## src/rtl/router_pkg.sv

```systemverilog
// Shared router definitions: port count, word width, arbiter state encoding.
// No logic; sized constants used by the egress arbiter and its priority encoder.
// Backpressure: not applicable.
package router_pkg;

    localparam int NUM_PORTS = 8;
    localparam int DATA_W    = 32;
    localparam int PTR_W     = $clog2(NUM_PORTS);

    // Arbiter state encoding
    localparam logic [0:0] IDLE = 1'b0;
    localparam logic [0:0] XFER = 1'b1;

endpackage

```

## src/rtl/rr_pick.sv

```systemverilog
// Round-robin priority encoder: first set req bit at or after ptr, wrapping.
// Latency: purely combinational.
// Backpressure: none; winner is re-evaluated every cycle from req and ptr.
module rr_pick
    import router_pkg::*;
#(
    parameter int N  = NUM_PORTS,
    parameter int PW = PTR_W
) (
    input  logic [N-1:0]  req,
    input  logic [PW-1:0] ptr,
    output logic [N-1:0]  winner,
    output logic          any
);

    logic [PW:0]   sum;
    logic [PW-1:0] idx;
    logic          found;

    always_comb begin
        winner = '0;
        found  = 1'b0;
        sum    = '0;
        idx    = '0;
        for (int k = 0; k < N; k++) begin
            // Modulo-N wrap done by subtraction so N need not be a power of two
            sum = {1'b0, ptr} + (PW+1)'(k);
            if (sum >= (PW+1)'(N)) begin
                sum = sum - (PW+1)'(N);
            end
            idx = sum[PW-1:0];
            if (!found && req[idx]) begin
                winner[idx] = 1'b1;
                found       = 1'b1;
            end
        end
        any = found;
    end

endmodule

```

## src/rtl/egress_arbiter.sv

```systemverilog
// Packet arbiter: round-robin grant of one selector per packet, muxed into one egress FIFO.
// Latency: grant one cycle after request in IDLE; data path is combinational from the grant.
// Backpressure: fifo_full blocks req_ready/fifo_push; a silent owner loses its grant after TIMEOUT cycles.
module egress_arbiter
    import router_pkg::*;
#(
    parameter int NUM_REQ = NUM_PORTS,
    parameter int DATA_W  = router_pkg::DATA_W,
    parameter int TIMEOUT = 64
) (
    input  logic                      clock,
    input  logic                      reset,
    input  logic [NUM_REQ-1:0]        req_valid,
    input  logic [NUM_REQ-1:0]        req_last,
    input  logic [NUM_REQ*DATA_W-1:0] req_data,
    output logic [NUM_REQ-1:0]        req_ready,
    input  logic                      fifo_full,
    output logic                      fifo_push,
    output logic [DATA_W-1:0]         fifo_din,
    output logic [NUM_REQ-1:0]        grant,
    output logic                      timeout_err
);

    localparam int              PW        = $clog2(NUM_REQ);
    localparam int              CW        = $clog2(TIMEOUT);
    localparam logic [CW-1:0]   STALL_MAX = CW'(TIMEOUT - 1);

    logic [0:0]         state_q, state_d;
    logic [NUM_REQ-1:0] grant_q, grant_d;
    logic [PW-1:0]      rr_ptr_q, rr_ptr_d;
    logic [CW-1:0]      stall_q, stall_d;
    logic               timeout_err_q, timeout_err_d;

    logic [NUM_REQ-1:0] pick_winner;
    logic               pick_any;
    logic [PW-1:0]      owner_idx;
    logic [PW-1:0]      next_ptr;
    logic               owner_vld;
    logic               owner_last;
    logic [DATA_W-1:0]  owner_dat;

    rr_pick #(
        .N  (NUM_REQ),
        .PW (PW)
    ) u_rr_pick (
        .req    (req_valid),
        .ptr    (rr_ptr_q),
        .winner (pick_winner),
        .any    (pick_any)
    );

    // AND-OR mux keyed by the one-hot grant; yields zero when idle
    always_comb begin
        owner_idx = '0;
        owner_dat = '0;
        for (int i = 0; i < NUM_REQ; i++) begin
            if (grant_q[i]) begin
                owner_idx = PW'(i);
            end
            owner_dat = owner_dat | (req_data[i*DATA_W +: DATA_W] & {DATA_W{grant_q[i]}});
        end
        owner_vld  = |(grant_q & req_valid);
        owner_last = |(grant_q & req_last);
        next_ptr   = (owner_idx == PW'(NUM_REQ - 1)) ? '0 : owner_idx + PW'(1);
    end

    assign req_ready   = grant_q & req_valid & {NUM_REQ{~fifo_full}};
    assign fifo_push   = |req_ready;
    assign fifo_din    = owner_dat;
    assign grant       = grant_q;
    assign timeout_err = timeout_err_q;

    always_comb begin
        state_d       = state_q;
        grant_d       = grant_q;
        rr_ptr_d      = rr_ptr_q;
        stall_d       = stall_q;
        timeout_err_d = 1'b0;
        if (state_q == IDLE) begin
            if (pick_any) begin
                grant_d = pick_winner;
                stall_d = '0;
                state_d = XFER;
            end
        end else begin
            if (owner_vld) begin
                stall_d = '0;
                if (!fifo_full && owner_last) begin
                    grant_d  = '0;
                    rr_ptr_d = next_ptr;
                    state_d  = IDLE;
                end
            end else if (stall_q == STALL_MAX) begin
                // Owner went silent too long: revoke and let the others in
                grant_d       = '0;
                rr_ptr_d      = next_ptr;
                stall_d       = '0;
                timeout_err_d = 1'b1;
                state_d       = IDLE;
            end else begin
                stall_d = stall_q + CW'(1);
            end
        end
    end

    always_ff @(posedge clock) begin
        if (reset) begin
            state_q       <= IDLE;
            grant_q       <= '0;
            rr_ptr_q      <= '0;
            stall_q       <= '0;
            timeout_err_q <= 1'b0;
        end else begin
            state_q       <= state_d;
            grant_q       <= grant_d;
            rr_ptr_q      <= rr_ptr_d;
            stall_q       <= stall_d;
            timeout_err_q <= timeout_err_d;
        end
    end

endmodule

```

## config.mk

```make
export PLATFORM = sky130hd
export DESIGN_NAME = egress_arbiter
export DESIGN_NICKNAME = d
export VERILOG_FILES = /design/src/rtl/router_pkg.sv /design/src/rtl/rr_pick.sv /design/src/rtl/egress_arbiter.sv
export SDC_FILE = /design/constraint.sdc
export NUM_CORES = 1
export LEC_CHECK = 0
export BUFFER_PORTS_ARGS = -buffer_cell sky130_fd_sc_hd__buf_2
export CAP_MARGIN = 20
export CORE_AREA = 2 2 128 130
export CTS_CLUSTER_DIAMETER = 80
export DETAILED_ROUTE_END_ITERATION = 16
export DIE_AREA = 0 0 130 132
export GPL_TIMING_DRIVEN = 0
export PLACE_DENSITY = 0.5
export SLEW_MARGIN = 20
export SYNTH_ARGS = -nofsm -noshare
export SYNTH_HDL_FRONTEND = slang
export SYNTH_SLANG_ARGS = --single-unit
```

## constraint.sdc

```tcl
create_clock -name clock -period 4.45 [get_ports clock]
set_clock_uncertainty 0.1 [all_clocks]
set_input_delay 0.445 -clock clock [delete_from_list [all_inputs] [get_ports clock]]
set_output_delay 0.445 -clock clock [all_outputs]
set_load 0.005 [all_outputs]
```

# Word level (Yosys, flattened, before mapping)

Cells that the tools add are included.
W data, S select, Z words.

Register bits after elaboration: 19
Bits of input ports: 275
Word-level logic and storage cells: 192
Output and inout bits: 50

Add/sub/neg operators: 17
Magnitude comparators: 24
Mux-type cells: 82
Equal/unequal tests: 5
Bitwise logic cells: 27
Reductions and logical operators: 32

Operators with widths:

| kind                  | count |
|---|---|
| $and A32 B32 Y32      | 8 |
| $or A32 B32 Y32       | 7 |
| $mux W8               | 13 |
| $or A8 B8 Y8          | 7 |
| $mux W3               | 17 |
| $lt A3 B4 Y1 const B  | 8 |
| $mux W1               | 31 |
| $ge A4 B4 Y1 const B  | 7 |
| $and A8 B8 Y8         | 3 |
| $bmux W1 S3           | 8 |
| $demux W1 S3          | 8 |
| $ge A3 B1 Y1 const B  | 8 |
| $mux W6               | 4 |
| $reduce_or A8 Y1      | 3 |
| $sub A3 B1 Y3 const B | 8 |
| $add A3 B3 Y4 const B | 4 |
| $logic_and A1 B1 Y1   | 16 |
| $reduce_or A10 Y1     | 1 |
| $add A3 B2 Y4 const B | 2 |
| $logic_not A1 Y1      | 8 |
| $add A6 B1 Y6 const B | 1 |
| $eq A6 B6 Y1 const B  | 1 |
| $reduce_and A3 Y1     | 2 |
| $add A3 B1 Y4 const B | 1 |
| other kinds (9)       | 11 |

# Depth between registers and ports, before layout

Depth in word-level cells: 28
Mapped depth: 11
Gate-level depth less buffers: 9

# Modules after synthesis

From an unflattened synthesis, not the netlist that was laid out.

Cells, all modules: 453
Area total of the unflattened synthesis: 3523.4 um^2

By module, submodules not included:

| module         | area an instance (um^2) | instances | seq. area each (um^2) | cells each |
|---|---|---|---|---|
| egress_arbiter | 2421.1                  | 1         | 380.4                 | 321 |
| rr_pick        | 1102.3                  | 1         | 0.0                   | 132 |

# Worst setup path before layout

Ideal clock, no wire load.

Path type: register to register
From: reg rr_ptr_q[0]
To: reg grant_q[0], in the netlist grant[0]
Data arrival time: 2738 ps
Slack: 1529 ps
Library setup time: 84 ps
Cell stages (with the launch flop): 11
Data required time: 4266 ps
Buffers on the path: 2
Clock period less this slack: 2921 ps
Cells stage by stage: dfxtp_1 -> buf_6 -> inv_2 -> ha_1 -> buf_6 -> mux2i_1 -> mux4_2 -> a22oi_4 -> or4_4 -> o221a_1 -> o221ai_1

Word-level cells in the longest chain between the ends: 28
Elaborated cells on any way between the ends: 128
Those cells by class: add/sub: 15; order compare: 24; mux: 58; bitwise: 7; reduce/logical: 24

RTL lines:

| item                                                                   | RTL line              | text |
|---|---|---|
| start, declared                                                        | egress_arbiter.sv:30  | `logic [PW-1:0] rr_ptr_q, rr_ptr_d;` |
| start signal, assigned                                                 | egress_arbiter.sv:116 | `rr_ptr_q <= rr_ptr_d;` |
| parallel branches: the longest is 28 deep, another holds $add A3 B1 Y4 | -                     |  |
| end signal, assigned                                                   | egress_arbiter.sv:115 | `grant_q <= grant_d;` |
| end, declared                                                          | egress_arbiter.sv:29  | `logic [NUM_REQ-1:0] grant_q, grant_d;` |

Parallel ways; which one is timed is not known. The select of a mux whose other input is x is not followed.
A chain may end at the register's enable or synchronous reset.

# Final worst setup path

From: reg rr_ptr_q[1]
To: reg grant_q[7], in the netlist grant[7]

Same word-level chain as after synthesis.

==> out/qor.yml <==
pwr:
  switching_share: 0.350
  ir_worst_vdd_mv: 0.118
  comb_power_share: 0.473
  p_leak_nw: 2.41
  p_clk_frac: 0.276
  netSwitchingPower_mw: 0.246
  sequentialPowerShare: 0.251
  intPower_mw: 0.457
  p_per_area_nw_per_um2: 127
  power.total_mw: 0.703
synth:
  yosysTopAreaCell: "a22oi_1"
  synthesis.nets: 747
  synthTopCellsByArea: "a22oi_1, dfxtp_1, mux4_2, nand4_1, clkbuf_1"
  ys_types: 62
  yosysSeqAreaShare: 0.107
  synth_seq_cells: 19
  synthCells: 463
  synth_top_area_frac: 0.286
  ys.flop_type: "dfxtp_1"
  async_flop_share: 0
  avgSynthCellArea_um2: 7.65
  synth_warnings: 0
  syn-cell-area_um2: 3540
  synth_edf_count: 0
critical_path:
  crit_fanout: 8
  critical_path_class: "reg -> reg"
  worstSetupEndpointType: "register"
  cp_slowest_cell: "o21ai_1"
  reg2reg_to: "grant[7]"
  cp-startpoint: "rr_ptr_q[1]"
  cp_cell_sequence: "buf_2 -> inv_1 -> ha_1 -> buf_6 -> mux2i_1 -> mux4_2 -> a22oi_4 -> or2_2 -> o21ai_1 -> o221ai_1"
  start_kind: "register"
  max_stage_delay_ps: 560
  reg2reg_from: "rr_ptr_q[1]"
  r2r_slack_ps: 800
  r2r_cells: 10
  required_ps: 4430
  crit_arrival_ps: 3630
placement:
  dp.cells: 1002
  place_area_um2: 5430
  dp_slack_ps: 851
  gp_congestion: 0.920
  portBuffers: 323
  hpwl_um: 21700
cells_and_area:
  fin_util: 0.352
  nets: 1075
  instances_no_fill: 1017
  fin_area_um2: 5540
  area_growth_pct: 56.3
  drive_gt1_frac: 0.459
  final_cell_mix: "buf_2, a22oi_1, clkbuf_1, nand4_1, nor2_1"
  layout_commonest_cell: "buf_2"
die:
  rows: 46
  pin_count: 325
  die_h_um: 132
  die_w_um: 130
  die-area_um2: 17200
  initial_utilization: 0.225
  core-area_um2: 15700
clock_tree:
  post_cts_buffers: 0
  clk_pin_slew_worst_paths_ps: 60
  cts_made_buffers: 3
  h-tree-depth: 1
  ctsResizeCount: 0
  clkLatencyLatePin_ps: 260
  cts.sinks: 19
  clockRootBuffer: "clkbuf_16"
  hold_buffers: 0
  clk_path_buf_depth: 2
  cts_tree: "built"
sta:
  setup_tns_ps: 0
  slew_headroom: 0.408
  fin_ws_ps: 804
  timing.hold.ws_ps: 338
  layout_worst_path_cycle_share: 0.819
  finalHoldViolations: 0
  finalCriticalPeriod_ps: 3650
  setup_viol: 0
  fmax_mhz: 274
  slew_violations: 0
  rsz0062_at_grt: "no"
  tightest_slew_ps: 889
detailed_routing:
  wl_met2_um: 11400
  routed_wirelength_um: 26000
  drt_pass1_iterations: 5
  m1WireLength_um: 10500
  antenna_left: 0
  highest_layer: "met5"
  viasPerCell: 5.66
  vias: 5755
  avgRoutedWirePerCell_um: 25.5
  wl_met3_um: 3390
  remaining_drc_errors: 0
  drt_iter0_markers: 426
worst_hold_path:
  holdPathEnd: "stall_q[3]"
  hp-start: "reset"
  hold_path.class: "in -> reg"
  whs_path_depth: 2
grt:
  antenna_found_initial: 23
  grt_overflow: 0
  grt_pass1_vias: 5449
  grt_pass1_wl_um: 36500
  grt_usage: 0.288
  grt_max_degree: 12
job:
  drv_cap: 0
outcome:
  status: "finished clean"
[registers in the layout (all words and copies together), names as in the netlist]
register	count
stall_q	6
rr_ptr_q	3
state_q	1
grant	8
timeout_err	1
[cell families (layout without fill, tap and decap cells)]
group / count (synthesis) / in the layout / share of synthesized area
AOI/OAI and AO/OA: 202 / 202 / 0.442
xor gates and xnor gates: 3 / 3 / 0.00954
adders and majority gates: 9 / 9 / 0.0318
buffers and inverters: 56 / 383 / 0.0657
DFF: 19 / 19 / 0.107
muxes: 23 / 23 / 0.108
other: 0 / 11 / 0
and+or+nand+nor: 151 / 151 / 0.236
[worst max-delay path, delay by kind of cell, from the launching register on]
kind / cells / cell delay [ps]
AOI/OAI and AO/OA: 3 / 970
adders and majority gates: 1 / 310
buffers and inverters: 3 / 540
DFF: 1 / 400
muxes: 2 / 780
and+or+nand+nor: 1 / 370
[layer usage]
metal | track usage | vias up
met5 | 0 | -
met4 | 0.0484 | 24
met3 | 0.147 | 58
met2 | 0.451 | 348
met1 | 0.357 | 2724
li1 | - | 2601
[layout make-up]
| type | count | area [um2] |
|---|---|---|
| clock inverters | 1 | 5.00 |
| inverters | 11 | 41.3 |
| well taps | 216 | 270 |
| fillers | 1735 | 10200 |
| diodes | 11 | 27.5 |
| repair buffers | 323 | 1620 |
| plain buffers | 45 | 191 |
| flip-flops and latches | 19 | 380 |
| clock buffers | 3 | 75.1 |
| multi-input cells | 388 | 2930 |
[cells in the mapped netlist, types with 3 or more instances]
cell        n
nand2_1    26
a32o_1      3
a21oi_1     5
mux2i_1    10
o221a_1     3
inv_1      10
nand3_1    16
a32oi_1     5
o221ai_1   11
nor2b_1     6
mux4_2     11
nor3_1      4
o21ai_0     8
ha_1        9
and2_1      9
nand4_1    33
nor3b_1     3
buf_1       3
dfxtp_1    19
buf_2       3
and3_1      9
a221oi_1    8
clkbuf_1   36
a22oi_1   135
nor2_1     28
[worst max-delay path by stage]
| stage | slack, ps | cells past startpoint | end |
|---|---|---|---|
| 6_report | 800 | 10 | grant[7] |
| 5_1_grt | 620 | 10 | grant[7] |
| 4_1_cts | 830 | 10 | grant[7] |
| 3_5_place_dp | 850 | 10 | grant[7] |
| 3_3_place_gp | 840 | 10 | grant[7] |
| 2_1_floorplan | 1530 | 10 | grant[0] |
[power groups by stage]
stage          logic, mW  clock network [mW]  registers (mW)
2_1_floorplan      0.120                   0           0.180
3_3_place_gp       0.327                   0           0.180
3_5_place_dp       0.328                   0           0.180
4_1_cts            0.330               0.199           0.176
5_1_grt            0.359               0.205           0.177
6_report           0.333               0.194           0.176
No activity file was read; power rests on OpenSTA's default activity.
